$ cat config.mk
export PLATFORM = sky130hd
export DESIGN_NAME = wasm_run_monitor
export DESIGN_NICKNAME = d
export VERILOG_FILES = /design/src/rtl/wasm_run_monitor_pkg.sv /design/src/rtl/wasm_fault_encoder.sv /design/src/rtl/wasm_run_monitor.sv
export SDC_FILE = /design/constraint.sdc
export NUM_CORES = 1
export LEC_CHECK = 0
export ABC_AREA = 0
export ABC_CLOCK_PERIOD_IN_PS = 2200
export CORE_UTILIZATION = 40
export DETAILED_ROUTE_END_ITERATION = 8
export PLACE_DENSITY = 0.66
export SLEW_MARGIN = 25
export SYNTH_ARGS = -nofsm -noshare
export SYNTH_HDL_FRONTEND = slang
export SYNTH_SLANG_ARGS = --single-unit
$ cat constraint.sdc
create_clock -name i_clk -period 2.2 [get_ports i_clk]
set_clock_uncertainty 0.05 [all_clocks]
set_input_delay 0.55 -clock i_clk [delete_from_list [all_inputs] [get_ports i_clk]]
set_output_delay 0.55 -clock i_clk [all_outputs]
set_load 0.005 [all_outputs]
$ cat src/rtl/wasm_run_monitor_pkg.sv
// wasm_run_monitor_pkg: FSM state encoding and error codes shared by the run monitor files.
package wasm_run_monitor_pkg;

   typedef enum logic [1:0] {
      RUNMON_IDLE = 2'd0,
      RUNMON_HOLD = 2'd1,
      RUNMON_RUN  = 2'd2,
      RUNMON_DONE = 2'd3
   } runmon_state_e;

   typedef logic [2:0] runmon_err_t;

   localparam runmon_err_t RUNMON_ERR_NONE         = 3'd0;
   localparam runmon_err_t RUNMON_ERR_INSTR        = 3'd1;
   localparam runmon_err_t RUNMON_ERR_STACK_EXCEED = 3'd2;
   localparam runmon_err_t RUNMON_ERR_EMPTY_POP    = 3'd3;
   localparam runmon_err_t RUNMON_ERR_TIMEOUT      = 3'd4;

endpackage

$ cat src/rtl/wasm_fault_encoder.sv
// wasm_fault_encoder: priority-encodes the core fault bits (instr_error first) into an error code.
module wasm_fault_encoder
   import wasm_run_monitor_pkg::*;
(
   input  logic        i_instr_error,
   input  logic        i_stack_exceed,
   input  logic        i_stack_empty_pop,
   output runmon_err_t o_code,
   output logic        o_any
);
   assign o_any  = i_instr_error | i_stack_exceed | i_stack_empty_pop;
   assign o_code = i_instr_error     ? RUNMON_ERR_INSTR :
                   i_stack_exceed    ? RUNMON_ERR_STACK_EXCEED :
                   i_stack_empty_pop ? RUNMON_ERR_EMPTY_POP : RUNMON_ERR_NONE;
endmodule

$ cat src/rtl/wasm_run_monitor.sv
// wasm_run_monitor: resets the core, times the run, enforces a watchdog budget; WASM_RUN_STATS_EN adds min/max pass cycles.
module wasm_run_monitor
   import wasm_run_monitor_pkg::*;
#(
   parameter int CNT_W          = 32,
   parameter int RUN_CNT_W      = 8,
   parameter int RST_HOLD       = 2,
   parameter int TIMEOUT_CYCLES = 500
) (
   input  logic                 i_clk,
   input  logic                 i_rst_n,
   input  logic                 i_start,
   input  logic                 i_clear,
   input  logic                 i_instr_finish,
   input  logic                 i_instr_error,
   input  logic                 i_stack_exceed,
   input  logic                 i_stack_empty_pop,
   output logic                 o_core_rst_n,
   output logic                 o_busy,
   output logic                 o_done,
   output logic                 o_pass,
   output logic [2:0]           o_err_code,
   output logic [CNT_W-1:0]     o_cycle_cnt,
   output logic [CNT_W-1:0]     o_err_cycle,
`ifdef WASM_RUN_STATS_EN
   output logic [CNT_W-1:0]     o_min_cycles,
   output logic [CNT_W-1:0]     o_max_cycles,
`endif
   output logic [RUN_CNT_W-1:0] o_run_cnt
);
   localparam int                HOLD_W    = $clog2(RST_HOLD + 1);
   localparam logic [HOLD_W-1:0] HOLD_INIT = HOLD_W'(RST_HOLD - 1);
   localparam logic [CNT_W-1:0]  CNT_LAST  = CNT_W'(TIMEOUT_CYCLES - 1);

   runmon_state_e          state_q, state_d;
   logic [HOLD_W-1:0]      hold_q, hold_d;
   logic                   core_rst_n_q, core_rst_n_d;
   logic                   pass_q, pass_d;
   runmon_err_t            err_q, err_d;
   logic [CNT_W-1:0]       cnt_q, cnt_d;
   logic [CNT_W-1:0]       err_cycle_q, err_cycle_d;
   logic [RUN_CNT_W-1:0]   run_cnt_q, run_cnt_d;
   runmon_err_t            fault_code;
   logic                   fault_any;

   wasm_fault_encoder u_fault_enc (
      .i_instr_error     (i_instr_error),
      .i_stack_exceed    (i_stack_exceed),
      .i_stack_empty_pop (i_stack_empty_pop),
      .o_code            (fault_code),
      .o_any             (fault_any)
   );

   // Next-state logic: launch, reset hold, run termination priority and re-arm/clear.
   always_comb begin
      state_d      = state_q;
      hold_d       = hold_q;
      core_rst_n_d = core_rst_n_q;
      pass_d       = pass_q;
      err_d        = err_q;
      cnt_d        = cnt_q;
      err_cycle_d  = err_cycle_q;
      run_cnt_d    = run_cnt_q;
      case (state_q)
         RUNMON_IDLE: begin
            core_rst_n_d = 1'b0;
            if (i_start) begin
               state_d = RUNMON_HOLD;
               hold_d  = HOLD_INIT;
               cnt_d   = '0;
               err_d   = RUNMON_ERR_NONE;
            end
         end
         RUNMON_HOLD: begin
            if (hold_q == '0) begin
               state_d      = RUNMON_RUN;
               core_rst_n_d = 1'b1;
            end else begin
               hold_d = hold_q - HOLD_W'(1);
            end
         end
         RUNMON_RUN: begin
            if (fault_any || i_instr_finish || cnt_q == CNT_LAST) begin
               state_d     = RUNMON_DONE;
               err_cycle_d = cnt_q;
               run_cnt_d   = run_cnt_q + RUN_CNT_W'(1);
               pass_d      = !fault_any && i_instr_finish;
               err_d       = fault_any ? fault_code : i_instr_finish ? RUNMON_ERR_NONE : RUNMON_ERR_TIMEOUT;
            end else begin
               cnt_d = cnt_q + CNT_W'(1);
            end
         end
         default: begin
            if (i_start) begin
               state_d      = RUNMON_HOLD;
               hold_d       = HOLD_INIT;
               core_rst_n_d = 1'b0;
               cnt_d        = '0;
               pass_d       = 1'b0;
               err_d        = RUNMON_ERR_NONE;
            end else if (i_clear) begin
               state_d      = RUNMON_IDLE;
               core_rst_n_d = 1'b0;
               pass_d       = 1'b0;
               err_d        = RUNMON_ERR_NONE;
            end
         end
      endcase
   end

   // State and counter registers with synchronous active-low reset.
   always_ff @(posedge i_clk) begin
      if (!i_rst_n) begin
         state_q      <= RUNMON_IDLE;
         hold_q       <= '0;
         core_rst_n_q <= 1'b0;
         pass_q       <= 1'b0;
         err_q        <= RUNMON_ERR_NONE;
         cnt_q        <= '0;
         err_cycle_q  <= '0;
         run_cnt_q    <= '0;
      end else begin
         state_q      <= state_d;
         hold_q       <= hold_d;
         core_rst_n_q <= core_rst_n_d;
         pass_q       <= pass_d;
         err_q        <= err_d;
         cnt_q        <= cnt_d;
         err_cycle_q  <= err_cycle_d;
         run_cnt_q    <= run_cnt_d;
      end
   end

   assign o_core_rst_n = core_rst_n_q;
   assign o_busy       = (state_q == RUNMON_HOLD) || (state_q == RUNMON_RUN);
   assign o_done       = (state_q == RUNMON_DONE);
   assign o_pass       = pass_q;
   assign o_err_code   = err_q;
   assign o_cycle_cnt  = cnt_q;
   assign o_err_cycle  = err_cycle_q;
   assign o_run_cnt    = run_cnt_q;

`ifdef WASM_RUN_STATS_EN
   logic [CNT_W-1:0] min_q, min_d, max_q, max_d;
   logic             pass_entry;

   assign pass_entry = (state_q == RUNMON_RUN) && (state_d == RUNMON_DONE) && pass_d;

   // Fastest and slowest passing run, sampled on the edge that enters DONE.
   always_comb begin
      min_d = (pass_entry && cnt_q < min_q) ? cnt_q : min_q;
      max_d = (pass_entry && cnt_q > max_q) ? cnt_q : max_q;
   end

   // Statistics registers; min starts saturated so the first pass always lands.
   always_ff @(posedge i_clk) begin
      if (!i_rst_n) begin
         min_q <= '1;
         max_q <= '0;
      end else begin
         min_q <= min_d;
         max_q <= max_d;
      end
   end

   assign o_min_cycles = min_q;
   assign o_max_cycles = max_q;
`endif
endmodule
==> flow_results.xml <==
<?xml version="1.0" encoding="UTF-8"?>
<metrics>
  <group name="run_status">
    <metric name="status" unit="">finished clean</metric>
  </group>
  <group name="final_layout">
    <metric name="drive_above_1_share" unit="">0.1677</metric>
    <metric name="syn2layout_area_growth" unit="%">45.73</metric>
    <metric name="layout.nets" unit="">636</metric>
    <metric name="fill_cells" unit="">832</metric>
    <metric name="diodes" unit="">0</metric>
    <metric name="final_non_filler_cell_area" unit="sq mm">0.005527</metric>
  </group>
  <group name="critical_path">
    <metric name="timing.setup.critical_path_class" unit="">reg2out</metric>
    <metric name="r2r_end" unit="">o_cycle_cnt[18]</metric>
    <metric name="critical_path.reg2reg.startpoint" unit="">o_cycle_cnt[0]</metric>
    <metric name="startpoint_of_the_most_critical_setup_path" unit="">state_q[1]</metric>
    <metric name="timing.critical_path.to_type" unit="">primary output</metric>
    <metric name="crit_fanout" unit="">4</metric>
    <metric name="worstRegToRegCells" unit="">8</metric>
    <metric name="r2r_setup_slack" unit="ns">0.06</metric>
    <metric name="arrival" unit="ns">1.55</metric>
    <metric name="critical_path_required" unit="ns">1.60</metric>
    <metric name="cp-start-kind" unit="">flop</metric>
  </group>
  <group name="pwr">
    <metric name="report.power.total" unit="mW">3.761</metric>
    <metric name="standby_leakage_power" unit="nW">2.022</metric>
    <metric name="powerDensity" unit="mW/mm^2">680.6</metric>
    <metric name="vdd_drop_max" unit="mV">0.3895</metric>
  </group>
  <group name="floorplanning">
    <metric name="initial_core_util" unit="">0.4124</metric>
    <metric name="design.core.area" unit="sq mm">0.009196</metric>
    <metric name="dieHeight" unit="microns">99.37</metric>
    <metric name="std_cell_rows" unit="">35</metric>
    <metric name="top_level_ports" unit="">87</metric>
    <metric name="chipWidth" unit="microns">99.37</metric>
    <metric name="floorplan.die_area" unit="sq mm">0.009874</metric>
  </group>
  <group name="timing">
    <metric name="final.period_utilization" unit="">0.9782</metric>
    <metric name="timing.final.crit_period" unit="ns">2.152</metric>
    <metric name="finalSetupViolations" unit="">0</metric>
    <metric name="max_freq" unit="MHz">464.7</metric>
    <metric name="slew_viol_final" unit="">0</metric>
    <metric name="slew_headroom" unit="">0.6762</metric>
    <metric name="final_hold_viols" unit="">0</metric>
    <metric name="rsz0062_at_grt" unit="">yes</metric>
    <metric name="worstMarginPinSlew" unit="ns">0.4796</metric>
  </group>
  <group name="route">
    <metric name="antenna_violating_nets_post_route" unit="">0</metric>
    <metric name="drt_iter0_markers" unit="">215</metric>
    <metric name="avgViaCountPerCell" unit="">5.604</metric>
    <metric name="detailroute.via_count" unit="">4130</metric>
    <metric name="drc_errors" unit="">0</metric>
    <metric name="drt-total-wl" unit="microns">11200</metric>
    <metric name="drtPass1Iterations" unit="">4</metric>
    <metric name="wl_per_cell" unit="microns">15.20</metric>
  </group>
  <group name="logic_synthesis">
    <metric name="syn-cell-area" unit="sq mm">0.003792</metric>
    <metric name="synthDistinctLibCells" unit="">45</metric>
    <metric name="ys_ff_latch" unit="">81</metric>
    <metric name="synth_top_cell_area_share" unit="">0.4276</metric>
    <metric name="synth.top_cells.by_count" unit="">dfxtp_1, nand2_1, a21oi_1</metric>
    <metric name="async_flop_share" unit="">0</metric>
    <metric name="synth.avg_cell_area" unit="sq um">7.836</metric>
    <metric name="synth.area.top_cells" unit="">dfxtp_1, a21oi_1, nand2_1</metric>
    <metric name="synth_seq_area_share" unit="">0.4276</metric>
    <metric name="synthMostInstantiatedCell" unit="">dfxtp_1</metric>
    <metric name="synth_fp_nets" unit="">499</metric>
    <metric name="synthFlopType" unit="">dfxtp_1</metric>
    <metric name="synth_edf_count" unit="">0</metric>
    <metric name="synth.yosys.warnings" unit="">0</metric>
    <metric name="syn-instance-count" unit="">484</metric>
    <metric name="synth_largest_area_cell" unit="">dfxtp_1</metric>
  </group>
  <group name="grt">
    <metric name="largest_net_degree_at_the_start_of_global_routing" unit="">32</metric>
    <metric name="grtUsageTotal" unit="">0.2324</metric>
    <metric name="grt_first_pass_wirelength" unit="microns">18440</metric>
    <metric name="grt_pass1_vias" unit="">3798</metric>
    <metric name="antenna_violations_before_repair" unit="">0</metric>
    <metric name="grt.overflow.total" unit="">0</metric>
  </group>
  <group name="clock_tree">
    <metric name="clk_pin_slew" unit="ns">0.08</metric>
    <metric name="cts_max_path_buffers" unit="">2</metric>
    <metric name="h-tree-depth" unit="">3</metric>
    <metric name="cts-hold-fix-buffers" unit="">0</metric>
    <metric name="clockRootBuffer" unit="">clkbuf_8</metric>
    <metric name="tritoncts.num_buffers" unit="">9</metric>
    <metric name="cts_tree" unit="">built</metric>
    <metric name="cts_sinks" unit="">81</metric>
    <metric name="clk_latency_worst_skew_pair" unit="ns">0.34</metric>
  </group>
  <group name="placement">
    <metric name="total_half_perimeter_wirelength_after_legalization_and_detailed_placement" unit="microns">8064</metric>
    <metric name="place_area" unit="sq mm">0.005230</metric>
    <metric name="gpl.final_weighted_congestion" unit="">0.8612</metric>
    <metric name="buffer_ports.inserted" unit="">86</metric>
  </group>
  <group name="worst_hold_path">
    <metric name="worstHoldStart" unit="">o_err_cycle[11]</metric>
    <metric name="whs_path_depth" unit="">2</metric>
    <metric name="type_of_the_tightest_min_delay_check" unit="">reg2reg</metric>
    <metric name="hold_end" unit="">o_err_cycle[11]</metric>
  </group>
  <group name="flow_run">
    <metric name="max_cap_viol_count" unit="">0</metric>
  </group>
</metrics>
-- repair_timing --
item | in CTS | in global routing
endpoints found under the setup margin | 12 | 16
pin swaps | 1 | 4
buffers inserted | 0 | 3
gates resized for setup | 4 | 14
-- logic make-up (layout without fill, tap and decap cells) --
family | after synthesis | after routing | synth area share
multiplexers | 6 | 6 | 0.01617
AND/OR/NAND/NOR | 210 | 210 | 0.2689
buffers and inverters | 43 | 185 | 0.04586
XOR/XNOR | 5 | 5 | 0.01155
AO/OA/AOI/OAI | 132 | 132 | 0.2069
flip-flops | 81 | 81 | 0.4276
adder cells (fa/ha/maj) | 7 | 7 | 0.02309
-- flip-flops by register name (all words and copies together) (netlist names) --
signal,count
o_err_code,3
state_q,2
o_pass,1
hold_q,2
o_run_cnt,8
o_core_rst_n,1
o_err_cycle,32
o_cycle_cnt,32
-- worst max-delay path, cell delays in order, from the launching register on --
cell and delay [ns]:
dfxtp_4 0.37, inv_1 0.08, ha_4 0.28, clkdlybuf4s50_1 0.49
-- cells in the final DEF (no fill, tap or decap), types with 2 or more instances in the layout --
cell type        netlist  layout
and2_1                 4       4
clkbuf_8               0      10
o21bai_1               2       2
ha_1                   7       5
o21ai_1                0       2
a21oi_1               49      49
nand4_1               20      20
a211oi_1               2       2
nand3_1               47      47
buf_6                  0       2
dfxtp_4                0       2
clkinvlp_4             0       2
nor2_1                41      40
xor2_1                 5       5
buf_4                  0      66
clkinv_2               0       2
and3_1                 7       7
inv_1                 10       9
dfxtp_1               81      79
a31oi_1               11      11
nor2b_1                4       4
or3_1                  2       2
o21ai_0               41      39
nor3_1                 8       8
mux2i_1                5       5
nand2_1               63      63
nor4_1                 4       4
a311oi_1               4       4
o41ai_1                6       4
clkdlybuf4s50_1        0      86
o41ai_2                0       2
and4_1                 3       3
buf_12                 0       4
o31ai_1                8       8
-- worst max path at each step --
stage,to,slack (ns),cells past startpoint
after floorplan,o_run_cnt[4],0.16,7
after global placement,o_cycle_cnt[6],-0.18,7
after detailed placement,o_cycle_cnt[30],-0.25,6
after CTS,o_busy,0.003,3
after global routing,o_cycle_cnt[18],-0.07,8
final,o_busy,0.05,3
-- area by class of cell --
type / count / area [sq um] / share of cell area
multi-input cells: 360 / 2048 / 0.3706
flip-flops and latches: 81 / 1629 / 0.2948
repair buffers: 158 / 1459 / 0.2640
clock buffers: 11 / 141.4 / 0.02558
well taps: 111 / 138.9 / 0.02513
clock inverters: 5 / 55.05 / 0.009962
inverters: 11 / 55.05 / 0.009962
-- power breakdown --
group          internal, mW  switching (mW)  leakage (nW)
clock                 0.552           0.537        0.0953
combinational         0.484           0.614          1.27
sequential             1.52          0.0492         0.654
total                  2.56            1.20          2.02
-- per-layer routing --
layer | up-vias | part of all wire | track usage
met5 | - | 0 | 0
met4 | 0 | 0.016 | 0.06674
met3 | 19 | 0.047 | 0.04076
met2 | 125 | 0.50 | 0.4022
met1 | 1946 | 0.44 | 0.2965
li1 | 2040 | - | -
-- per-stage QoR --
stage | hold slack [ns] | std cells | TNS (ns) | util | setup WS (ns)
after floorplan | 0.4027 | 484 | 0 | - | 0.1569
after global placement | 0.3916 | 718 | -6.868 | 0.5687 | -0.1751
after detailed placement | 0.3959 | 718 | -9.290 | 0.5687 | -0.2473
after CTS | 0.4066 | 734 | 0 | 0.5912 | 0.002912
after global routing | 0.4259 | 737 | -0.1318 | 0.6010 | -0.06550
final | 0.4045 | 737 | 0 | 0.6010 | 0.04795
Note: power is estimated with default switching activity, not from simulation.
==> RTL change, RTL diff (same flow settings) <==
One comparison of `cnt_q` changes from == to >=.
--- a/src/rtl/wasm_run_monitor.sv
+++ b/src/rtl/wasm_run_monitor.sv
@@ -82,3 +82,3 @@
          RUNMON_RUN: begin
-            if (fault_any || i_instr_finish || cnt_q == CNT_LAST) begin
+            if (fault_any || i_instr_finish || cnt_q >= CNT_LAST) begin
                state_d     = RUNMON_DONE;
Formal check against the unedited RTL: no difference found for any inputs over 10 cycles, from zero or initial values and one cycle with i_rst_n low; that may be too few to reach the edited logic, so the function may still have changed.
==> RTL change against the unedited design <==
Critical path depth rose by 5. Highest routed layer unchanged. Count of clock-buffer cells in the layout fell by 1. Synthesized area fell by 9.5%. Final area fell by 9.4%. Largest cell class unchanged. Via count fell by 28%. Global-route usage fell by 4.6 points. Setup slack got worse by 0.012 ns. Routed wire length fell by 23%. Largest power group unchanged. Total power rose by 3.8%. Sequential cell count did not move.
==> RTL change: results (changes against the unedited design) <==
Placed Instances 560 (-22%); Root Driver clkbuf_8; overall routing resource usage 0.186 (-0.0465); wire per inst 14.8 um (-2.5%); vias in the first global route 2668 (-30%); initial antenna violation count 0 (unchanged); Final #Nets 488 (-23%); CP max-delay cell clkdlybuf4s50_1; max incr delay on CP 0.46 ns (-0.03 ns); Netlist cell types 40 (-11%); synth warn 0 (unchanged); Worst Path Arrival 2.36 ns (+0.81 ns); Port Buf Inserts 86 (unchanged); Post-synth top flop dfxtp_1; Clk pin slew, worst setup/hold paths 0.08 ns (about the same); EDFF count, synth 0 (unchanged); crit-path leading delay family buffers and inverters; worst-skew pair later-pin latency 0.36 ns (+0.02 ns); top post-synthesis cells by area dfxtp_1, mux2i_1, nor2b_1, and3_1, ha_1; Final Wtd Congestion 0.760 (-12%); CP max FO 7 (+3); pin count of the biggest net entering global routing 29 (-9.4%); ant diodes 0 (unchanged); worst hold path type flip-flop to flip-flop; first-pass GRT wire length 12900 um (-30%); status completed; DRT iter0 DRCs 103 (-52%); Post-Synthesis Cells 348 (-28%); Tightest Pin Transition 0.464 ns (-0.0158 ns); fill count 732 (-12%); Mapped Nets 363 (-27%); TritonRoute pass-1 iters 4 (unchanged); CTS Buf Count 9 (unchanged); routed vias 2957 (-28%); sequential share of the synthesized area 0.472 (+0.0447); layout cells sized above 1 0.159 (-0.00874); asr flop ratio synth 0 (unchanged); htree depth 3 (unchanged); vias per cell 5.07 (-9.5%); commonest cells in the netlist dfxtp_1, mux2i_1, nor2b_1; P_leak 2.16 nW (+6.7%); internal power 2.73 mW (+6.6%); Max IR drop VDD 0.476 mV (+22%); CTS Buffer Depth 2 (unchanged); dpl hpwl 5880 um (-27%)
RTL change: worst register-to-register path, delay by kind of cell (launching register included):
kind	cells	cell delay, ns
simple gates	3	0.69
buf+inv	2	0.33
compound gates	1	0.36
flops	1	0.34
mux	1	0.19
RTL change: layer usage:
layer | global-route usage | share of wire | routed length (um) | vias to the layer above
met5 | 0 | 0 | 0 | -
met4 | 0.0770 | 0.017 | 147 | 0
met3 | 0.0499 | 0.042 | 364 | 13
met2 | 0.301 | 0.47 | 4060 | 62
met1 | 0.233 | 0.47 | 4060 | 1388
li1 | - | - | - | 1494
RTL change: final timing paths:
kind	end	cells past startpoint	start	slack [ns]
worst max-delay path	o_err_cycle[11]	8	i_instr_error	0.04
worst min-delay path	o_pass	2	o_pass	0.42
worst max register to register	o_err_cycle[11]	7	o_cycle_cnt[23]	0.13
worst min register to register	o_pass	2	o_pass	0.42
RTL change: final cells by class:
type / instances / share of cell area
multi-input combinational: 240 / 0.345
sequential: 81 / 0.324
timing repair buffer: 133 / 0.255
tap: 105 / 0.0262
clock buffer: 10 / 0.0255
clock inverter: 6 / 0.0182
inverter: 8 / 0.00600
RTL change: power groups by stage:
stage                     Combinational [mW]  Clock, mW  Sequential, mW
after floorplan                        0.670          0            1.58
after detailed placement               0.948          0            1.59
after global routing                    1.25       1.29            1.56
after global placement                 0.927          0            1.59
after CTS                              0.982       1.22            1.56
final                                   1.15       1.20            1.55
RTL change: through the flow:
step | hold slack [ns] | worst slack, ns | instance area [um2]
finish | 0.418 | 0.0356 | 5010
global route | 0.453 | -0.0170 | 5010
CTS | 0.426 | 0.0193 | 4870
detailed placement | 0.411 | -0.331 | 4630
global placement | 0.400 | -0.264 | 4630
floorplan | 0.401 | 0.0905 | 3430
RTL change: cell families after synthesis:
kind of cell,Yosys count,synth area share
compound gates,44,0.0904
xor+xnor,2,0.00510
fa+ha+maj,7,0.0255
buf+inv,27,0.0383
flops,81,0.472
mux,44,0.129
simple gates,143,0.240
RTL change: repair_timing:
action / 4_1_cts / 5_1_grt
buffers inserted: 0 / 4
resized for setup: 3 / 12
pin swaps: 0 / 2
cloned: 0 / 3
endpoints found under the setup margin: 1 / 34
